### src/rtl/tmds_rx_channel.sv
// Single-lane TMDS receiver: serial-to-parallel shift, word alignment from
// control tokens, and decode of each aligned 10-bit word to data or control.
//
// Handshake: valid_out is a one-cycle strobe with no ready; data_out,
// ctrl_out and de_out are meaningful in the cycle valid_out is high and
// hold their last values otherwise.
module tmds_rx_channel #(
    parameter int LOCK_COUNT   = 4,
    parameter int UNLOCK_COUNT = 8
) (
    input  logic       clk,
    input  logic       reset,
    input  logic       serial_in,
    output logic [7:0] data_out,
    output logic [1:0] ctrl_out,
    output logic       de_out,
    output logic       valid_out,
    output logic       locked,
    output logic [1:0] state_dbg
);

    typedef enum logic [1:0] {
        SEARCH = 2'd0,
        VERIFY = 2'd1,
        LOCKED = 2'd2
    } state_t;

    localparam logic [3:0] LOCK_N   = 4'(LOCK_COUNT);
    localparam logic [3:0] UNLOCK_N = 4'(UNLOCK_COUNT);

    state_t     state, state_n;
    logic [9:0] sr;
    logic [3:0] phase, phase_n;
    logic [3:0] hits, hits_n;
    logic [3:0] mis, mis_n;
    logic       seen, seen_n;

    logic       token_match;
    logic [1:0] token_val;
    logic       boundary;
    logic [7:0] b_word;
    logic [7:0] dec_data;
    logic       emit;

    assign boundary = (phase == 4'd0);

    // Deserialiser: newest bit enters at the top, so sr[0] is the oldest bit.
    always_ff @(posedge clk) begin
        if (reset) begin
            sr <= 10'd0;
        end else begin
            sr <= {serial_in, sr[9:1]};
        end
    end

    // Compare the current window against the four control tokens.
    always_comb begin
        token_match = 1'b1;
        token_val   = 2'b00;
        case (sr)
            10'h354: token_val = 2'b00;
            10'h0AB: token_val = 2'b01;
            10'h154: token_val = 2'b10;
            10'h2AB: token_val = 2'b11;
            default: token_match = 1'b0;
        endcase
    end

    // TMDS data decode: undo the optional inversion, then the XOR/XNOR chain.
    always_comb begin
        dec_data    = 8'h00;
        b_word      = sr[9] ? ~sr[7:0] : sr[7:0];
        dec_data[0] = b_word[0];
        for (int i = 1; i < 8; i++) begin
            dec_data[i] = sr[8] ? (b_word[i] ^ b_word[i-1])
                                : ~(b_word[i] ^ b_word[i-1]);
        end
    end

    // State register plus the alignment counters that travel with it.
    always_ff @(posedge clk) begin
        if (reset) begin
            state <= SEARCH;
            phase <= 4'd0;
            hits  <= 4'd0;
            mis   <= 4'd0;
            seen  <= 1'b0;
        end else begin
            state <= state_n;
            phase <= phase_n;
            hits  <= hits_n;
            mis   <= mis_n;
            seen  <= seen_n;
        end
    end

    // Next-state logic: acquire alignment, confirm it, and watch for slips.
    always_comb begin
        state_n = state;
        hits_n  = hits;
        mis_n   = mis;
        phase_n = (phase == 4'd9) ? 4'd0 : phase + 4'd1;
        // seen remembers an off-boundary token since the last boundary
        seen_n  = boundary ? 1'b0 : (seen | token_match);
        case (state)
            SEARCH: begin
                if (token_match) begin
                    phase_n = 4'd1;
                    hits_n  = 4'd1;
                    state_n = VERIFY;
                end
            end
            VERIFY: begin
                if (boundary) begin
                    if (token_match) begin
                        if (hits + 4'd1 == LOCK_N) begin
                            state_n = LOCKED;
                            hits_n  = 4'd0;
                        end else begin
                            hits_n = hits + 4'd1;
                        end
                    end else begin
                        state_n = SEARCH;
                        hits_n  = 4'd0;
                    end
                end
            end
            LOCKED: begin
                if (boundary) begin
                    if (token_match) begin
                        mis_n = 4'd0;
                    end else if (seen) begin
                        if (mis + 4'd1 == UNLOCK_N) begin
                            state_n = SEARCH;
                            mis_n   = 4'd0;
                            hits_n  = 4'd0;
                        end else begin
                            mis_n = mis + 4'd1;
                        end
                    end
                end
            end
            default: begin
                state_n = SEARCH;
                hits_n  = 4'd0;
                mis_n   = 4'd0;
            end
        endcase
    end

    // Output decode from state: emit only on boundaries that keep lock.
    always_comb begin
        locked    = (state == LOCKED);
        state_dbg = state;
        emit      = (state == LOCKED) && boundary && (state_n == LOCKED);
    end

    // Output register: one decoded word per emitted boundary, else hold.
    always_ff @(posedge clk) begin
        if (reset) begin
            data_out  <= 8'h00;
            ctrl_out  <= 2'b00;
            de_out    <= 1'b0;
            valid_out <= 1'b0;
        end else begin
            valid_out <= emit;
            if (emit) begin
                if (token_match) begin
                    ctrl_out <= token_val;
                    de_out   <= 1'b0;
                end else begin
                    data_out <= dec_data;
                    de_out   <= 1'b1;
                end
            end
        end
    end

endmodule

### config.mk
export PLATFORM = sky130hd
export DESIGN_NAME = tmds_rx_channel
export DESIGN_NICKNAME = d
export VERILOG_FILES = /design/src/rtl/tmds_rx_channel.sv
export SDC_FILE = /design/constraint.sdc
export NUM_CORES = 1
export LEC_CHECK = 0
export BUFFER_PORTS_ARGS = -buffer_cell sky130_fd_sc_hd__buf_2
export CAP_MARGIN = 25
export CORE_ASPECT_RATIO = 0.5
export CORE_MARGIN = 2
export CORE_UTILIZATION = 30
export DETAILED_ROUTE_END_ITERATION = 12
export GPL_ROUTABILITY_DRIVEN = 0
export PLACE_DENSITY = 0.46
export SYNTH_ARGS = -nofsm -noshare
export SYNTH_HDL_FRONTEND = slang
export SYNTH_SLANG_ARGS = --single-unit
### constraint.sdc
create_clock -name clk -period 5.2 [get_ports clk]
set_clock_uncertainty 0.05 [all_clocks]
set_input_delay 1.56 -clock clk [delete_from_list [all_inputs] [get_ports clk]]
set_output_delay 1.56 -clock clk [all_outputs]
set_load 0.02 [all_outputs]
* Word-level counts from Yosys, hierarchy flattened *
Index checks and enable logic that the tools add are counted.

storage, ports and cells
  input port bits = 3
  output and inout bits = 15
  logic and storage cells = 96
  bits in registers = 37

cells by class
  add/subtract/negate cells = 3
  eq/ne operators = 17
  bitwise operators = 18
  reductions and logical operators = 11
  multiplexer cells = 37

operators by type and width
  kind                    count
  $mux W4                 15
  $eq A10 B10 Y1 const B  2
  $mux W2                 8
  $add A4 B1 Y4 const B   3
  $pmux W2 S3             2
  $pmux W4 S3             1
  $eq A10 B8 Y1 const B   1
  $eq A10 B9 Y1 const B   1
  $mux W1                 9
  $not A1 Y1              9
  $eq A4 B4 Y1 const B    2
  $mux W8                 1
  $not A8 Y8              1
  $pmux W4 S2             1
  $xor A1 B1 Y1           7
  $ne A2 B1 Y1 const B    3
  $ne A2 B2 Y1 const B    3
  $reduce_and A6 Y1       1
  $eq A2 B2 Y1 const B    2
  $eq A4 B3 Y1 const B    1
  $logic_not A4 Y1        1
  $reduce_and A2 Y1       2
  $reduce_or A2 Y1        2
  $reduce_or A4 Y1        1
  other kinds (6)         7

* Depth between registers and ports, before layout *
  word-level depth = 10
  depth in mapped cells = 8
  depth with buffers taken out = 8

* Worst setup path before layout *
Ideal clock, no wire load.

  path kind = flip-flop to output port
  start = reg state[1], in the netlist state_dbg[1]
  end = out locked
  required time = 3.590 ns
  data arrival time = 1.250 ns
  path slack = 2.340 ns
  cell stages (with the launch flop) = 3
  path buffers = 1
  cell sequence = dfxtp_1 -> clkbuf_1 -> nor2b_1

between the ends
  cells in the longest elaborated chain, start to end = 1

ends and longest elaborated chain
  element                 RTL line  RTL
  from (decl)             31        state_t state, state_n;
  from (signal assigned)  89        state <= state_n;
  $eq A2 B2 Y1            153       locked = (state == LOCKED);
  to (decl)               18        output logic locked,

No other way between the ends.

* Worst setup path after layout *
Same ends and word-level chain as after synthesis.

==> flow_summary.toml <==
[route]
detailroute.wirelength.met2_um = 1546
drtPass1Iterations = 4
detail_route.iter0.violations = 37
drt-wirelength-per-cell_um = 12.45
finalWirelength_um = 3624
route.vias.total = 1399
maxUsedRoutingLayer = "met4"
post-route-drc-count = 0
wl_met1_um = 1972
postRouteAntennaNets = 0
route.met3.wl_um = 68
avgViaCountPerCell = 4.808

[synth]
synth-seq-cells = 37
mean_post_synth_cell_area_um2 = 8.852
synth_sequential_area_ratio = 0.4163
yosys.area.top_type = "sky130_fd_sc_hd__dfxtp_1"
top_ff_cell_synth = "sky130_fd_sc_hd__dfxtp_1"
synth-async-reset-ratio = 0
yosys_warnings = 0
yosysUniqueCellTypes = 38
synth_enable_flop_cells = 0
share_of_yosys_cell_area_claimed_by_the_top_area_cell_type = 0.4163
synth.area.top_cells = "sky130_fd_sc_hd__dfxtp_1, sky130_fd_sc_hd__mux2i_1, sky130_fd_sc_hd__nor2_1"
synth_cells = 201
syn_std_cell_area_mm2 = 0.001779
synth_nets = 208

[critical_path]
worstSetupPathType = "flop to output port"
worst-r2r-cell-count = 6
worstPathRequired_ns = 3.59
crit-reg2reg-capture = "hits[2]"
reg2reg_from = "phase[0]"
cpMaxStageDelayCell = "sky130_fd_sc_hd__dfxtp_1"
critical_path_cell_list = "nor2b_1 > buf_2"
critical_path_buf_inv_count = 1
timing.critical_path.fanout_max = 10
critical_path_arrival_ns = 1.44
cp_slowest_stage_delay_ns = 0.55
critical_path.endpoint_type = "output port"
setup.worst_path.start_class = "flop"
worst-r2r-setup-slack_ns = 2.82
critical_path.top_delay_family = "flip-flops"

[final_layout]
antenna-diode-count = 0
stdcell_count = 291
nNetsFinal = 224
num-fill-cells = 593
post_route_cells_drive_above_1_share = 0.1468
area.growth.synth_to_final_pct = 16.10
final_area_mm2 = 0.002066
layout.cells.most_common = "sky130_fd_sc_hd__dfxtp_1"
layout_common_cells = "sky130_fd_sc_hd__dfxtp_1, sky130_fd_sc_hd__nor2_1, sky130_fd_sc_hd__buf_2"
final_core_area_utilization = 0.3682

[timing]
finalCriticalPeriod_ns = 3.046
timing.final.crit_share = 0.5858
timing.setup.tns_ns = 0
finalHoldViolCount = 0
achievable-frequency_ghz = 0.3283
final_critical_path_setup_slack_ns = 2.154
final-setup-viol-count = 0
maxSlewViolCount = 0
max_slew_headroom_at_the_worst_pin = 0.5444
tightest_slew_ns = 0.6834
setup_repair_after_global_routing_missed_its_margin = "no"
worst_hold_slack_ns = 0.4365

[clock_network]
ctsHtreeMaxLevel = 2
ctsHoldBuffers = 0
cts_buffer_depth = 2
numCtsBuffers = 5
cts.clk_slew.worst_paths_ns = 0.06
clock_latency_ns = 0.28
ctsResizeCount = 0
clkSinkCount = 37
clock-root-buffer = "sky130_fd_sc_hd__clkbuf_16"
tritoncts = "yes"
cts_setup_buffers = 0

[power_and_ir_drop]
finalPower_mw = 0.6098
power_per_cell_area_mw_per_mm2 = 295.2
power.share.sequential = 0.479
power.combinational.fraction = 0.035
clock_power_share = 0.486
p_sw_mw = 0.1365
cellInternalPower_mw = 0.4733
switching_share = 0.2238
worst_ir_drop_vdd_mv = 0.1148
p_leak_nw = 0.8795

[hold_path]
whs_path_depth = 2
hold-path-endpoint = "data_out[5]"
hold_path.class = "flop to flop"
worst_hold_start = "data_out[5]"

[die]
chipHeight_um = 58.46
fp.dieW_um = 112.9
top_level_ports = 18
fp.dieArea_mm2 = 0.006600
num_rows = 19
design.core.area_mm2 = 0.005610
initial_core_util = 0.3171

[placement]
setup_slack_after_placement_ns = 2.345
place.detailed.instances = 283
numPortBuffers = 17
placed_cell_area_mm2 = 0.001918

[grt]
grt_remaining_overflow = 0
grt_max_degree = 38
first_global_vias = 1312
gr-usage-all-layers = 0.1217
grt_pass1_wl_um = 6327
grt_antenna_before_repair = 0

[flow_run]
timing.max_cap.violations = 0

[run_status]
status = "finished clean"
-- routing by layer --
| metal | GRT usage | vias to the layer above |
|---|---|---|
| met3 | 0.04428 | 4 |
| met2 | 0.1859 | 17 |
| met4 | 0.04181 | 0 |
| met5 | 0 | - |
| met1 | 0.1617 | 643 |
| li1 | - | 735 |
-- worst max-delay path by stage --
stage,start,endpoint,slack (ns),cells after the start
after floorplan,state_dbg[1],locked,2.34,2
after global placement,reset,mis[3],2.40,6
after detailed placement,reset,mis[3],2.35,6
after CTS,state_dbg[1],locked,2.17,2
after global routing,state_dbg[1],locked,2.07,2
final,state_dbg[1],locked,2.15,2
-- cells by family after synthesis --
family,after synthesis,share of synthesized area
and+or+nand+nor,81,0.2504
AOI/OAI and AO/OA,40,0.1399
DFF,37,0.4163
buffers and inverters,14,0.03376
xor gates and xnor gates,13,0.06399
muxes,12,0.06751
adders and majority gates,4,0.02813
-- sequential cells by signal, indices dropped and copies added (netlist names) --
register / flops
hits: 4
ctrl_out: 2
mis: 4
data_out: 8
sr: 10
state_dbg: 2
de_out: 1
valid_out: 1
phase: 4
seen: 1
-- cell usage after synthesis (2+ instances only) --
cell and number:
sky130_fd_sc_hd__a211oi_1 3, sky130_fd_sc_hd__a21oi_1 14, sky130_fd_sc_hd__a31oi_1 3, sky130_fd_sc_hd__and2_1 3, sky130_fd_sc_hd__clkbuf_1 7, sky130_fd_sc_hd__dfxtp_1 37, sky130_fd_sc_hd__ha_1 4, sky130_fd_sc_hd__inv_1 6
sky130_fd_sc_hd__mux2i_1 12, sky130_fd_sc_hd__nand2_1 14, sky130_fd_sc_hd__nand2b_1 3, sky130_fd_sc_hd__nand3_1 6, sky130_fd_sc_hd__nand4_1 3, sky130_fd_sc_hd__nor2_1 23, sky130_fd_sc_hd__nor2b_1 13, sky130_fd_sc_hd__nor3_1 5
sky130_fd_sc_hd__o21a_1 2, sky130_fd_sc_hd__o21ai_0 10, sky130_fd_sc_hd__o31ai_1 3, sky130_fd_sc_hd__xnor2_1 8, sky130_fd_sc_hd__xor2_1 5
-- power by group through the flow --
stage | clock network (mW) | registers (mW) | logic (mW)
2_1_floorplan | 0 | 0.297 | 0.0182
3_3_place_gp | 0 | 0.298 | 0.0213
3_5_place_dp | 0 | 0.298 | 0.0213
4_1_cts | 0.307 | 0.292 | 0.0215
5_1_grt | 0.324 | 0.293 | 0.0236
6_report | 0.297 | 0.292 | 0.0211
-- final cells by class --
cell class	count	area, um2	area share
Multi-Input combinational cell	150	978.4	0.4737
Tap cell	73	91.34	0.04422
Inverter	6	22.52	0.01090
Timing Repair Buffer	17	85.08	0.04119
Clock inverter	3	22.52	0.01090
Sequential cell	37	740.7	0.3586
Clock buffer	5	125.1	0.06057
-- worst min-delay path, delay by kind of cell, from the launching register on --
family	cells	cell delay, ns
DFF	1	0.32
and+or+nand+nor	1	0.07
muxes	1	0.06
Note: power is estimated with default switching activity, not from simulation.
